$ cat config.mk
export PLATFORM = sky130hd
export DESIGN_NAME = vnu3_rd_fsm
export DESIGN_NICKNAME = d
export VERILOG_FILES = /design/src/rtl/vnu3_ctrl_pkg.sv /design/src/rtl/sync_2ff.sv /design/src/rtl/vnu3_rd_fsm.sv
export SDC_FILE = /design/constraint.sdc
export NUM_CORES = 1
export LEC_CHECK = 0
export ABC_AREA = 1
export BUFFER_PORTS_ARGS = -buffer_cell sky130_fd_sc_hd__buf_4
export CORE_UTILIZATION = 51
export DETAILED_ROUTE_END_ITERATION = 8
export PLACE_DENSITY = 0.77
export SETUP_SLACK_MARGIN = 0.05
export SYNTH_ARGS = -nofsm -noshare
export SYNTH_HDL_FRONTEND = slang
export SYNTH_SLANG_ARGS = --single-unit
$ cat constraint.sdc
create_clock -name read_clk -period 1.8 [get_ports read_clk]
set_input_delay 0.09 -clock read_clk [delete_from_list [all_inputs] [get_ports read_clk]]
set_output_delay 0.09 -clock read_clk [all_outputs]
set_load 0.1 [all_outputs]
$ cat src/rtl/vnu3_ctrl_pkg.sv
// Shared definitions for the VNU3 IB-RAM control FSMs: state encoding,
// write-FSM busy codes and default geometry.
package vnu3_ctrl_pkg;

  typedef enum logic [2:0] {
    ST_IDLE      = 3'd0,
    ST_REQ       = 3'd1,
    ST_WAIT_LOAD = 3'd2,
    ST_RELEASE   = 3'd3,
    ST_READ      = 3'd4,
    ST_PROC      = 3'd5,
    ST_DONE      = 3'd6
  } rd_state_e;

  localparam logic [1:0] BUSY_IDLE = 2'b00;
  localparam logic [1:0] BUSY_LOAD = 2'b01;
  localparam logic [1:0] BUSY_FIN  = 2'b10;

  localparam int LOAD_CYCLE_DEF = 64;
  localparam int ITER_MAX_DEF   = 10;
  localparam int WDOG_CYCLE_DEF = 256;

endpackage

$ cat src/rtl/sync_2ff.sv
// Two-flop synchronizer for quasi-static multi-bit status from another clock
// domain. The source only changes between stable codes, so per-bit
// synchronization is acceptable.
module sync_2ff #(
  parameter int WIDTH = 1
) (
  input  logic             clk,
  input  logic             rst_n,
  input  logic [WIDTH-1:0] i_d,
  output logic [WIDTH-1:0] o_q
);

  logic [WIDTH-1:0] r_meta;
  logic [WIDTH-1:0] r_sync;

  // Two-stage capture chain; both stages clear on reset.
  always_ff @(posedge clk or negedge rst_n) begin
    if (!rst_n) begin
      r_meta <= '0;
      r_sync <= '0;
    end else begin
      // NOTE: non-blocking assignments make the two stages shift as a real
      // pipeline; blocking here would collapse them into one flop.
      r_meta <= i_d;
      r_sync <= r_meta;
    end
  end

  assign o_q = r_sync;

endmodule

$ cat src/rtl/vnu3_rd_fsm.sv
// VNU3 IB-RAM read-side controller: requests a table load from the write
// FSM, waits for it, sweeps both RAM banks, counts decoding iterations and
// signals termination. Optional handshake watchdog: VNU3_RD_WATCHDOG_EN.
module vnu3_rd_fsm
  import vnu3_ctrl_pkg::*;
#(
  parameter int LOAD_CYCLE = LOAD_CYCLE_DEF,
  parameter int ITER_MAX   = ITER_MAX_DEF
`ifdef VNU3_RD_WATCHDOG_EN
  , parameter int WDOG_CYCLE = WDOG_CYCLE_DEF
`endif
) (
  input  logic                          read_clk,
  input  logic                          rstn,
  input  logic                          start,
  input  logic [1:0]                    wr_busy,
  input  logic                          iter_done,
  input  logic                          syndrome_ok,
  output logic                          iter_rqst,
  output logic                          iter_termination,
  output logic                          ram_rd_en,
  output logic [$clog2(LOAD_CYCLE)-1:0] ram_rd_addr,
  output logic [$clog2(ITER_MAX+1)-1:0] iter_cnt,
  output logic                          decode_done,
  output logic                          handshake_err,
  output logic [2:0]                    state
);

  localparam int AW = $clog2(LOAD_CYCLE);
  localparam int CW = $clog2(ITER_MAX + 1);
  localparam logic [AW-1:0] ADDR_LAST = AW'(LOAD_CYCLE - 1);
  localparam logic [CW-1:0] CNT_MAX   = CW'(ITER_MAX);

  rd_state_e     r_state;
  rd_state_e     w_state_nxt;
  logic [1:0]    w_busy_s;
  logic [AW-1:0] r_addr;
  logic [CW-1:0] r_iter_cnt;
  logic [CW-1:0] w_cnt_inc;
  logic          w_wdog_hit;
  logic          w_rqst;
  logic          w_rd_en;
  logic          w_done;

  sync_2ff #(.WIDTH(2)) u_busy_sync (
    .clk   (read_clk),
    .rst_n (rstn),
    .i_d   (wr_busy),
    .o_q   (w_busy_s)
  );

  // Saturating iteration increment.
  assign w_cnt_inc = (r_iter_cnt == CNT_MAX) ? r_iter_cnt : r_iter_cnt + CW'(1);

  // Next-state and state-decoded outputs.
  always_comb begin
    // NOTE: every output of this block gets a default first, so no path
    // leaves one unassigned and no latch is inferred.
    w_state_nxt = r_state;
    w_rqst      = 1'b0;
    w_rd_en     = 1'b0;
    w_done      = 1'b0;
    case (r_state)
      ST_IDLE:      if (start) w_state_nxt = ST_REQ;
      ST_REQ: begin
        w_rqst = 1'b1;
        if (w_busy_s == BUSY_LOAD) w_state_nxt = ST_WAIT_LOAD;
      end
      ST_WAIT_LOAD: begin
        w_rqst = 1'b1;
        if (w_busy_s == BUSY_FIN) w_state_nxt = ST_RELEASE;
      end
      ST_RELEASE:   if (w_busy_s == BUSY_IDLE) w_state_nxt = ST_READ;
      ST_READ: begin
        w_rd_en = 1'b1;
        if (r_addr == ADDR_LAST) w_state_nxt = ST_PROC;
      end
      ST_PROC: begin
        if (iter_done)
          w_state_nxt = (syndrome_ok || (w_cnt_inc == CNT_MAX)) ? ST_DONE : ST_REQ;
      end
      ST_DONE: begin
        w_done      = 1'b1;
        w_state_nxt = ST_IDLE;
      end
      default:      w_state_nxt = ST_IDLE;
    endcase
    if (w_wdog_hit) w_state_nxt = ST_IDLE;
  end

  // State register.
  always_ff @(posedge read_clk or negedge rstn) begin
    // NOTE: reset drives the FSM and every counter to a known value; none of
    // them may power up undefined.
    if (!rstn) r_state <= ST_IDLE;
    else       r_state <= w_state_nxt;
  end

  // Sweep address and iteration counter.
  always_ff @(posedge read_clk or negedge rstn) begin
    if (!rstn) begin
      r_addr     <= '0;
      r_iter_cnt <= '0;
    end else begin
      if (r_state == ST_READ)
        r_addr <= (r_addr == ADDR_LAST) ? '0 : r_addr + AW'(1);
      if (r_state == ST_IDLE && start)
        r_iter_cnt <= '0;
      else if (r_state == ST_PROC && iter_done)
        r_iter_cnt <= w_cnt_inc;
    end
  end

`ifdef VNU3_RD_WATCHDOG_EN
  localparam int WW = $clog2(WDOG_CYCLE);

  logic [WW-1:0] r_wdog;
  logic          r_hs_err;
  logic          r_wdog_term;
  logic          w_in_hs;

  assign w_in_hs    = (r_state == ST_REQ) || (r_state == ST_WAIT_LOAD) ||
                      (r_state == ST_RELEASE);
  assign w_wdog_hit = w_in_hs && (r_wdog == WW'(WDOG_CYCLE - 1));

  // Handshake watchdog: counts only while waiting on the writer.
  always_ff @(posedge read_clk or negedge rstn) begin
    if (!rstn) begin
      r_wdog      <= '0;
      r_hs_err    <= 1'b0;
      r_wdog_term <= 1'b0;
    end else begin
      r_wdog_term <= w_wdog_hit;
      if (w_in_hs && !w_wdog_hit) r_wdog <= r_wdog + WW'(1);
      else                        r_wdog <= '0;
      if (r_state == ST_IDLE && start) r_hs_err <= 1'b0;
      else if (w_wdog_hit)             r_hs_err <= 1'b1;
    end
  end

  assign handshake_err    = r_hs_err;
  assign iter_termination = w_done | r_wdog_term;
`else
  assign w_wdog_hit       = 1'b0;
  assign handshake_err    = 1'b0;
  assign iter_termination = w_done;
`endif

  assign iter_rqst   = w_rqst;
  assign ram_rd_en   = w_rd_en;
  assign decode_done = w_done;
  assign ram_rd_addr = r_addr;
  assign iter_cnt    = r_iter_cnt;
  assign state       = r_state;

endmodule

==> results_dict.tcl <==
set metrics [dict create \
    setup_tns_ps 0 \
    grt_pass1_wl_um 3060 \
    synth-adder-area-share_pct 3.80 \
    hpwl_um 1460 \
    syn_to_final_growth_pct 26.9 \
    synth_most_common_cell "nand2_1" \
    grtUsageTotal_pct 20.1 \
    synth_compound_area_share_pct 6.72 \
    nFillCells 158 \
    r2r_start "iter_cnt[0]" \
    grt_use_met3_pct 2.38 \
    vias 869 \
    fmax_mhz 632 \
    status "complete, no violations" \
    wirelength_um 1890 \
    required_ps 1710 \
    yosysTopAreaCell "dfrtp_1" \
    insertedDiodeCount 0 \
    nets 162 \
    grt-busiest-layer "met2" \
    critPathMaxFanout 6 \
    endpoint_kind "output pin" \
    hold_start "iter_done" \
    initial_core_util_pct 56.0 \
    synth_xor_area_share_pct 1.77 \
    finish.utilization_pct 71.0 \
    skew_ps 3.78 \
    grt_util_met2_pct 35.5 \
    ys_types 27 \
    drt_iter0_drc 7 \
    synthesis.nets 135 \
    arrival_ps 1490 \
    synthesis.area_um2 987 \
    cts_buffers 3 \
    synth-simple-area-share_pct 34.3 \
    finalCritPeriodShare_pct 87.8 \
    postSynthCellCount 125 \
    ioPinCount 25 \
    ys_ff_latch 17 \
    htree_num_levels 1 \
    async_flop_share_pct 100 \
    die_h_um 46.0 \
    post_cts_resize_count 0 \
    fp.coreArea_um2 1760 \
    cts-root-buf "clkbuf_4" \
    die_width_um 46.0 \
    holdPathStages 3 \
    clk_pin_slew_worst_paths_ps 100 \
    first_pass_iters 4 \
    holdWs_ps 81.0 \
    startpoint_type "flip-flop" \
    yosys-mux-area-fraction_pct 0 \
    ys.flop_type "dfrtp_1" \
    synth_top_area_share_pct 43.1 \
    layout-drive-gt1-share_pct 33.8 \
    viasPerCell 4.94 \
    hp-class "primary input to flip-flop" \
    ys_seq_area_share_pct 43.1 \
    r2r_slack_ps 310 \
    synth_area_leaders "dfrtp_1 (43%), nand2_1 (14%), inv_1 (5.7%)" \
    drv_slew 0 \
    period_minus_slack_ps 1580 \
    yosys_warnings 0 \
    wire_per_inst_um 10.7 \
    cts_tree "built" \
    worstSetupPathType "flip-flop to output pin" \
    setup_viol 0 \
    antenna_found_initial 0 \
    drv_cap 0 \
    gp_congestion 0.796 \
    rows 15 \
    clock_latency_ps 280 \
    r2r-end "state[1]" \
    synth_top_family_by_area "simple AND/OR/NAND/NOR gates" \
    drc 0 \
    cts_max_path_buffers 2 \
    portBuffers 23 \
    drtAntennaViolNets 0 \
    postSynthAreaPerCell_um2 7.90 \
    cts.sinks 17 \
    met1_usage_pct 24.9 \
    synth_common_cells "nand2_1 (37), dfrtp_1 (17), inv_1 (15), nand3_1 (11), nor2_1 (10)" \
    grt_remaining_overflow 0 \
    die_area_um2 2120 \
    min_to "iter_cnt[0]" \
    grt_max_degree 18 \
    hold_viol 0 \
    synth_edf_count 0 \
    rsz0062_at_grt "false" \
    first_global_vias 769 \
    rr_worst_depth 12 \
]
## per-layer routing
layer / vias up / routed length (um)
met5: - / 0
met4: 0 / 12
met3: 2 / 60
met2: 17 / 964
met1: 408 / 853
li1: 442 / -
## metrics by stage
stage	area [um^2]	setup slack, ps	instances
after floorplan	1040	-17.4	125
after global placement	1200	421	169
after detailed placement	1200	347	169
after CTS	1250	206	176
after global routing	1250	164	176
final	1250	219	176
## cell families (layout without fill, tap and decap cells)
group / count (synthesis) / after routing
other: 1 / 1
flip-flops: 17 / 17
AND/OR/NAND/NOR: 70 / 70
buffers and inverters: 21 / 47
XOR/XNOR: 2 / 2
adder cells (fa/ha/maj): 3 / 3
AO/OA/AOI/OAI: 11 / 11
## worst max-delay path, cell delays in order, from the launching register on
cell	delay, ps
dfrtp_4	530
inv_2	150
nand3_4	130
clkinvlp_4	120
buf_4	290
## registers in the layout, indices dropped and copies added (netlist names)
register / flops
u_busy_sync.r_meta: 2
state: 3
u_busy_sync.o_q: 2
ram_rd_addr: 6
iter_cnt: 4
## how the worst max path moves through the flow
stage	startpoint	end	slack, ps	cells past startpoint
4_1_cts	state[1]	ram_rd_en	210	4
2_1_floorplan	state[0]	ram_rd_addr[5]	-20	7
3_3_place_gp	state[2]	state[1]	420	8
5_1_grt	state[1]	ram_rd_en	160	4
3_5_place_dp	iter_cnt[0]	state[1]	350	12
6_report	state[1]	ram_rd_en	220	4
## cells in the final DEF, fill, tap and decap left out, drive strengths merged
cell type    netlist  layout
a21oi              2       2
a31oi              2       2
buf                4      23
clkbuf             0       4
clkinvlp           0       1
conb               1       1
dfrtp             17      17
dlygate4sd3        0       3
ha                 3       3
inv               17      16
nand2             38      38
nand3             13      13
nand4              2       2
nor2              14      14
nor3               3       3
o211ai             1       1
o21ai              5       5
o22ai              1       1
xnor2              1       1
xor2               1       1
## what timing repair did
item,4_1_cts,5_1_grt
hold buffers,3,0
hold endpoints to repair,19,0
endpoints found under the setup margin,0,0
setup buffers,0,0
## cell type report
class	instances	area, um^2	area share (%)
Tap cell	25	31.3	2.50
Multi-Input combinational cell	87	474	37.9
Clock buffer	4	26.3	2.10
Inverter	17	72.6	5.79
Timing Repair Buffer	26	203	16.2
Sequential cell	17	445	35.6
Power is left out: the tool's default activity adds up to more than one toggle a clock period on the data nets, which glitch-free logic cannot reach.
